<file path="src/rtl/dbi_tx_phy.sv">
// MIPI DBI type-B (8080-style) write-only transmit PHY: serialises handshaked
// bytes onto CSX/DCX/WRX/D with programmable WRX low/high times.
module dbi_tx_phy #(
  parameter int DBI_IF_D_W  = 8,
  parameter int WR_LOW_CYC  = 2,
  parameter int WR_HIGH_CYC = 2
) (
  input  logic                  clk,
  input  logic                  rst,
  input  logic [DBI_IF_D_W-1:0] dtp_tx_cmd_typ_i,
  input  logic [DBI_IF_D_W-1:0] dtp_tx_cmd_dat_i,
  input  logic                  dtp_tx_last_i,
  input  logic                  dtp_tx_vld_i,
  output logic                  dtp_tx_rdy_o,
  output logic                  dbi_csx_o,
  output logic                  dbi_dcx_o,
  output logic                  dbi_wrx_o,
  output logic                  dbi_rdx_o,
  output logic [DBI_IF_D_W-1:0] dbi_d_o
);

  typedef enum logic [2:0] {
    IDLE,
    CS_SETUP,
    WR_LOW,
    WR_HIGH,
    CS_HOLD
  } state_t;

  localparam logic [3:0] LOW_LAST  = 4'(WR_LOW_CYC - 1);
  localparam logic [3:0] HIGH_LAST = 4'(WR_HIGH_CYC - 1);

  state_t     state;
  state_t     state_nxt;
  logic [3:0] cnt;
  logic [3:0] cnt_nxt;
  logic       last_q;
  logic       rdy_dec;
  logic       hs;

  always_comb begin
    rdy_dec = 1'b0;
    case (state)
      IDLE:    rdy_dec = 1'b1;
      WR_HIGH: rdy_dec = (cnt == HIGH_LAST) && !last_q;
      default: rdy_dec = 1'b0;
    endcase
  end

  // Reset forces rdy low immediately so no byte is accepted while held in reset.
  assign dtp_tx_rdy_o = rdy_dec & ~rst;
  assign hs           = dtp_tx_vld_i & dtp_tx_rdy_o;
  assign dbi_rdx_o    = 1'b1;

  always_comb begin
    state_nxt = state;
    case (state)
      IDLE:     if (hs) state_nxt = CS_SETUP;
      CS_SETUP: state_nxt = WR_LOW;
      WR_LOW:   if (cnt == LOW_LAST) state_nxt = WR_HIGH;
      WR_HIGH: begin
        if (cnt == HIGH_LAST) begin
          if (last_q)  state_nxt = CS_HOLD;
          else if (hs) state_nxt = WR_LOW;
        end
      end
      CS_HOLD:  state_nxt = IDLE;
      default:  state_nxt = IDLE;
    endcase
  end

  // Counter restarts on each state entry; it parks at HIGH_LAST while a
  // streaming frame idles in WR_HIGH so rdy stays asserted.
  always_comb begin
    cnt_nxt = cnt;
    if (state_nxt != state)
      cnt_nxt = 4'd0;
    else if (state == WR_HIGH && cnt == HIGH_LAST)
      cnt_nxt = cnt;
    else if (cnt != 4'hF)
      cnt_nxt = cnt + 4'd1;
  end

  // DBI pins are registered from the next state so they line up with it.
  always_ff @(posedge clk) begin
    if (rst) begin
      state     <= IDLE;
      cnt       <= 4'd0;
      last_q    <= 1'b0;
      dbi_csx_o <= 1'b1;
      dbi_wrx_o <= 1'b1;
      dbi_dcx_o <= 1'b1;
      dbi_d_o   <= '0;
    end else begin
      state     <= state_nxt;
      cnt       <= cnt_nxt;
      dbi_csx_o <= (state_nxt == IDLE);
      dbi_wrx_o <= (state_nxt != WR_LOW);
      if (hs) begin
        last_q    <= dtp_tx_last_i;
        dbi_dcx_o <= |dtp_tx_cmd_typ_i;
        dbi_d_o   <= dtp_tx_cmd_dat_i;
      end
    end
  end

endmodule

</file>
<file path="config.mk">
export PLATFORM = sky130hd
export DESIGN_NAME = dbi_tx_phy
export DESIGN_NICKNAME = d
export VERILOG_FILES = /design/src/rtl/dbi_tx_phy.sv
export SDC_FILE = /design/constraint.sdc
export NUM_CORES = 1
export LEC_CHECK = 0
export CAP_MARGIN = 20
export CORE_UTILIZATION = 44
export DETAILED_ROUTE_END_ITERATION = 7
export PLACE_DENSITY = 0.79
export REMOVE_ABC_BUFFERS = 1
export SYNTH_ARGS = -nofsm -noshare
export SYNTH_HDL_FRONTEND = slang
export SYNTH_SLANG_ARGS = --single-unit
</file>
<file path="constraint.sdc">
create_clock -name clk -period 4.2 [get_ports clk]
set_clock_uncertainty 0.05 [all_clocks]
set_input_delay 0.42 -clock clk [delete_from_list [all_inputs] [get_ports clk]]
set_output_delay 0.42 -clock clk [all_outputs]
set_load 0.05 [all_outputs]
</file>
==> results.md <==
* Part of the power in registers at 0.504
* Cell taking the most area after synthesis: dfxtp_1
* Row count at 15
* Max-slew headroom at 0.654
* Routed len/inst at 12.3 um
* Synthesized area per cell at 9.31 um2
* Top FF cell, synth: dfxtp_1
* HP Class: flop to flop
* Routed wire length at 1.88 mm
* Iteration count of the initial detailed-routing pass at 4
* Setup Total Neg Slack at 0 ns
* # resized after CTS at 0
* Crit-path cells: ha_1 -> or3b_1 -> nor3_1 -> o21a_1 -> clkdlybuf4s50_1
* Vias in the first global route at 779
* Synth-to-layout area growth at 38.5%
* RePlAce Congestion at 0.760
* Sw frac at 0.310
* Total GRT Usage at 0.203
* Ys async rst share at 0
* Hold Vio Cnt, Final at 0
* Final period utilization at 0.726
* Critical Path Sink Type: output pin
* Worst endpoint required time at 3.73 ns
* Clock power share at 0.224
* Global-route wire length before repair at 3.17 mm
* Max Freq at 328 MHz
* Post-layout worst setup margin at 1.15 ns
* Clock root buffer: clkbuf_4
* Clock Latency Late Sink at 0.29 ns
* Max-cap violations at 0
* Worst path slowest cell: clkdlybuf4s50_1
* # diodes at 0
* Psw at 0.000125 W
* Clk buf depth at 2
* Drt drc at 0
* Core outline area at 1820 um2
* TritonCTS buffer count at 3
* Adder-Cell Fraction of Synth Area at 0.0280
* Reg2Reg Setup Slack at 2.20 ns
* Ys Warns at 0
* Final #Nets at 150
* Run status: finished, final reports clean
* Largest net degree at the start of global routing at 16
* Worst slew pin tran at 0.517 ns
* Crit path max-delay family: buffers and inverters
* Post-synthesis simple-gate area fraction at 0.237
* Internal power at 0.000278 W
* Seq/Total Area, Yosys at 0.426
* Type of the worst setup path: flop to output pin
* Detailed Place HPWL at 1.44 mm
* Post-CTS setup buffer count at 0
* GR Overflow Total at 0
* CTS tree: done
* Post-synthesis cell count at 96
* Crit Path Max Fanout at 8
* H-tree levels at 1
* Post-synth EDFFs at 0
* Ranking of synthesized cells by area: dfxtp_1 (43%), mux2i_1 (9.0%), nor2_1 (6.3%)
* # setup viols final at 0
* Mux cell area share after synthesis at 0.0896
* DR vias at 810
* RSZ-0062 raised after global routing: no
* CTS sink cnt at 19
* CP bufs+invs at 1
* CP Launch Type: flop
* Post-Syn Area at 893 um2
* Ports at 33
* Starting density of the core at 0.491
* XOR/XNOR share of the synthesized area at 0.00980
* PortBufs at 31
* Synth cell types at 36
* Flops & latches, synth at 19
* Hold Buf Count CTS at 0
* Layout cells sized above 1 at 0.0551
* Initial DRC Count at 10
* Critical path data arrival time at 2.58 ns
* Post-synthesis compound-gate area fraction at 0.158
* Peak VDD IR at 0.280 mV
* Worst-path clk slew at 0.10 ns
* Area share of the leading cell type in the synthesized netlist at 0.426
* Combinational family with the most area after synthesis: simple AND/OR/NAND/NOR gates
* Leak at 0.471 nW
* Dpl cells at 148
* Final core occ at 0.680
* Post-Place Worst Slack at 1.35 ns
* Final std cells w/o fill at 152
* Initial antenna violation count at 0
* Combinational power share at 0.272
* Die area at 2210 um2
* Die Y-Extent at 47.1 um
* Chip width at 47.1 um
* Antenna-violating nets left at 0
* Delay of the slowest critical-path stage at 0.79 ns
* Final hold slack at 0.459 ns
* Final min period at 3.05 ns
* Slew Limit Fails at 0
* P per Cell Area at 325 nW/um2
* Vias per std cell at 5.33
metrics by stage:
step	instance area [um2]	total power [W]
after floorplan	862	0.000272
after global placement	1210	0.000313
after detailed placement	1210	0.000316
after CTS	1240	0.000408
after global routing	1240	0.000422
final	1240	0.000403
layout make-up:
cell class / instances / area, um2
repair buffers: 32 / 318
well taps: 25 / 31.3
multi-input cells: 69 / 470
inverters: 3 / 11.3
clock buffers: 4 / 26.3
flip-flops and latches: 19 / 380
fillers: 162 / 583
layer usage:
| metal | track usage | part of all wire | vias to the layer above |
|---|---|---|---|
| li1 | - | - | 409 |
| met1 | 0.233 | 0.43 | 370 |
| met2 | 0.361 | 0.50 | 31 |
| met3 | 0.0808 | 0.074 | 0 |
| met4 | 0.0343 | 0 | 0 |
| met5 | 0 | 0 | - |
power by group through the flow:
| stage | logic (W) | clock network [W] | registers [W] |
|---|---|---|---|
| final | 0.000109 | 0.0000903 | 0.000203 |
| after global routing | 0.000117 | 0.000100 | 0.000205 |
| after CTS | 0.000110 | 0.0000948 | 0.000203 |
| after detailed placement | 0.000109 | 0 | 0.000207 |
| after global placement | 0.000107 | 0 | 0.000206 |
| after floorplan | 0.0000425 | 0 | 0.000229 |
flip-flops by register name, summed over array words and instances (netlist names):
signal     cells
dbi_dcx_o      1
cnt            4
state          3
last_q         1
dbi_d_o        8
dbi_wrx_o      1
dbi_csx_o      1
cell usage after synthesis (all sizes together) (2+ instances only):
master / instances
a21oi: 3
a31oi: 2
buf: 3
clkbuf: 2
dfxtp: 19
ha: 2
inv: 3
mux2i: 8
nand2: 2
nand2b: 3
nand3: 2
nor2: 15
nor2b: 2
nor3: 5
nor3b: 3
nor4: 2
o2111ai: 2
o21ai: 2
path summary, 6_finish.rpt:
check | startpoint | depth (start not counted) | endpoint
worst min-delay path | dbi_d_o[1] | 2 | dbi_d_o[1]
worst max register to register | cnt[0] | 5 | cnt[1]
worst min register to register | dbi_d_o[1] | 2 | dbi_d_o[1]
worst max-delay path | cnt[0] | 5 | dtp_tx_rdy_o
kinds of logic (layout without fill, tap and decap cells):
group | count (synthesis) | after routing
buffers and inverters | 8 | 39
DFF | 19 | 19
xor gates and xnor gates | 1 | 1
adders and majority gates | 2 | 2
AOI/OAI and AO/OA | 18 | 18
and+or+nand+nor | 39 | 39
muxes | 8 | 8
other | 1 | 1
cell usage in the layout, fill, tap and decap left out, types with 2 or more instances in the layout:
cell type	count
o21ai_0	2
nand3_1	2
a21oi_1	3
nor3b_1	3
nor4_1	2
o2111ai_1	2
nand2_1	2
nor2b_1	2
ha_1	2
clkdlybuf4s50_1	31
dfxtp_1	19
nand2b_1	3
a31oi_1	2
inv_1	3
mux2i_1	8
nor3_1	5
nor2_1	15
clkbuf_4	3
worst reg2reg max path, delay by kind of cell, from the launching register on:
family | cells | cell delay, ns
and+or+nand+nor | 2 | 0.93
DFF | 1 | 0.44
adders and majority gates | 1 | 0.23
AOI/OAI and AO/OA | 2 | 0.23
Note: power is estimated with default switching activity, not from simulation.
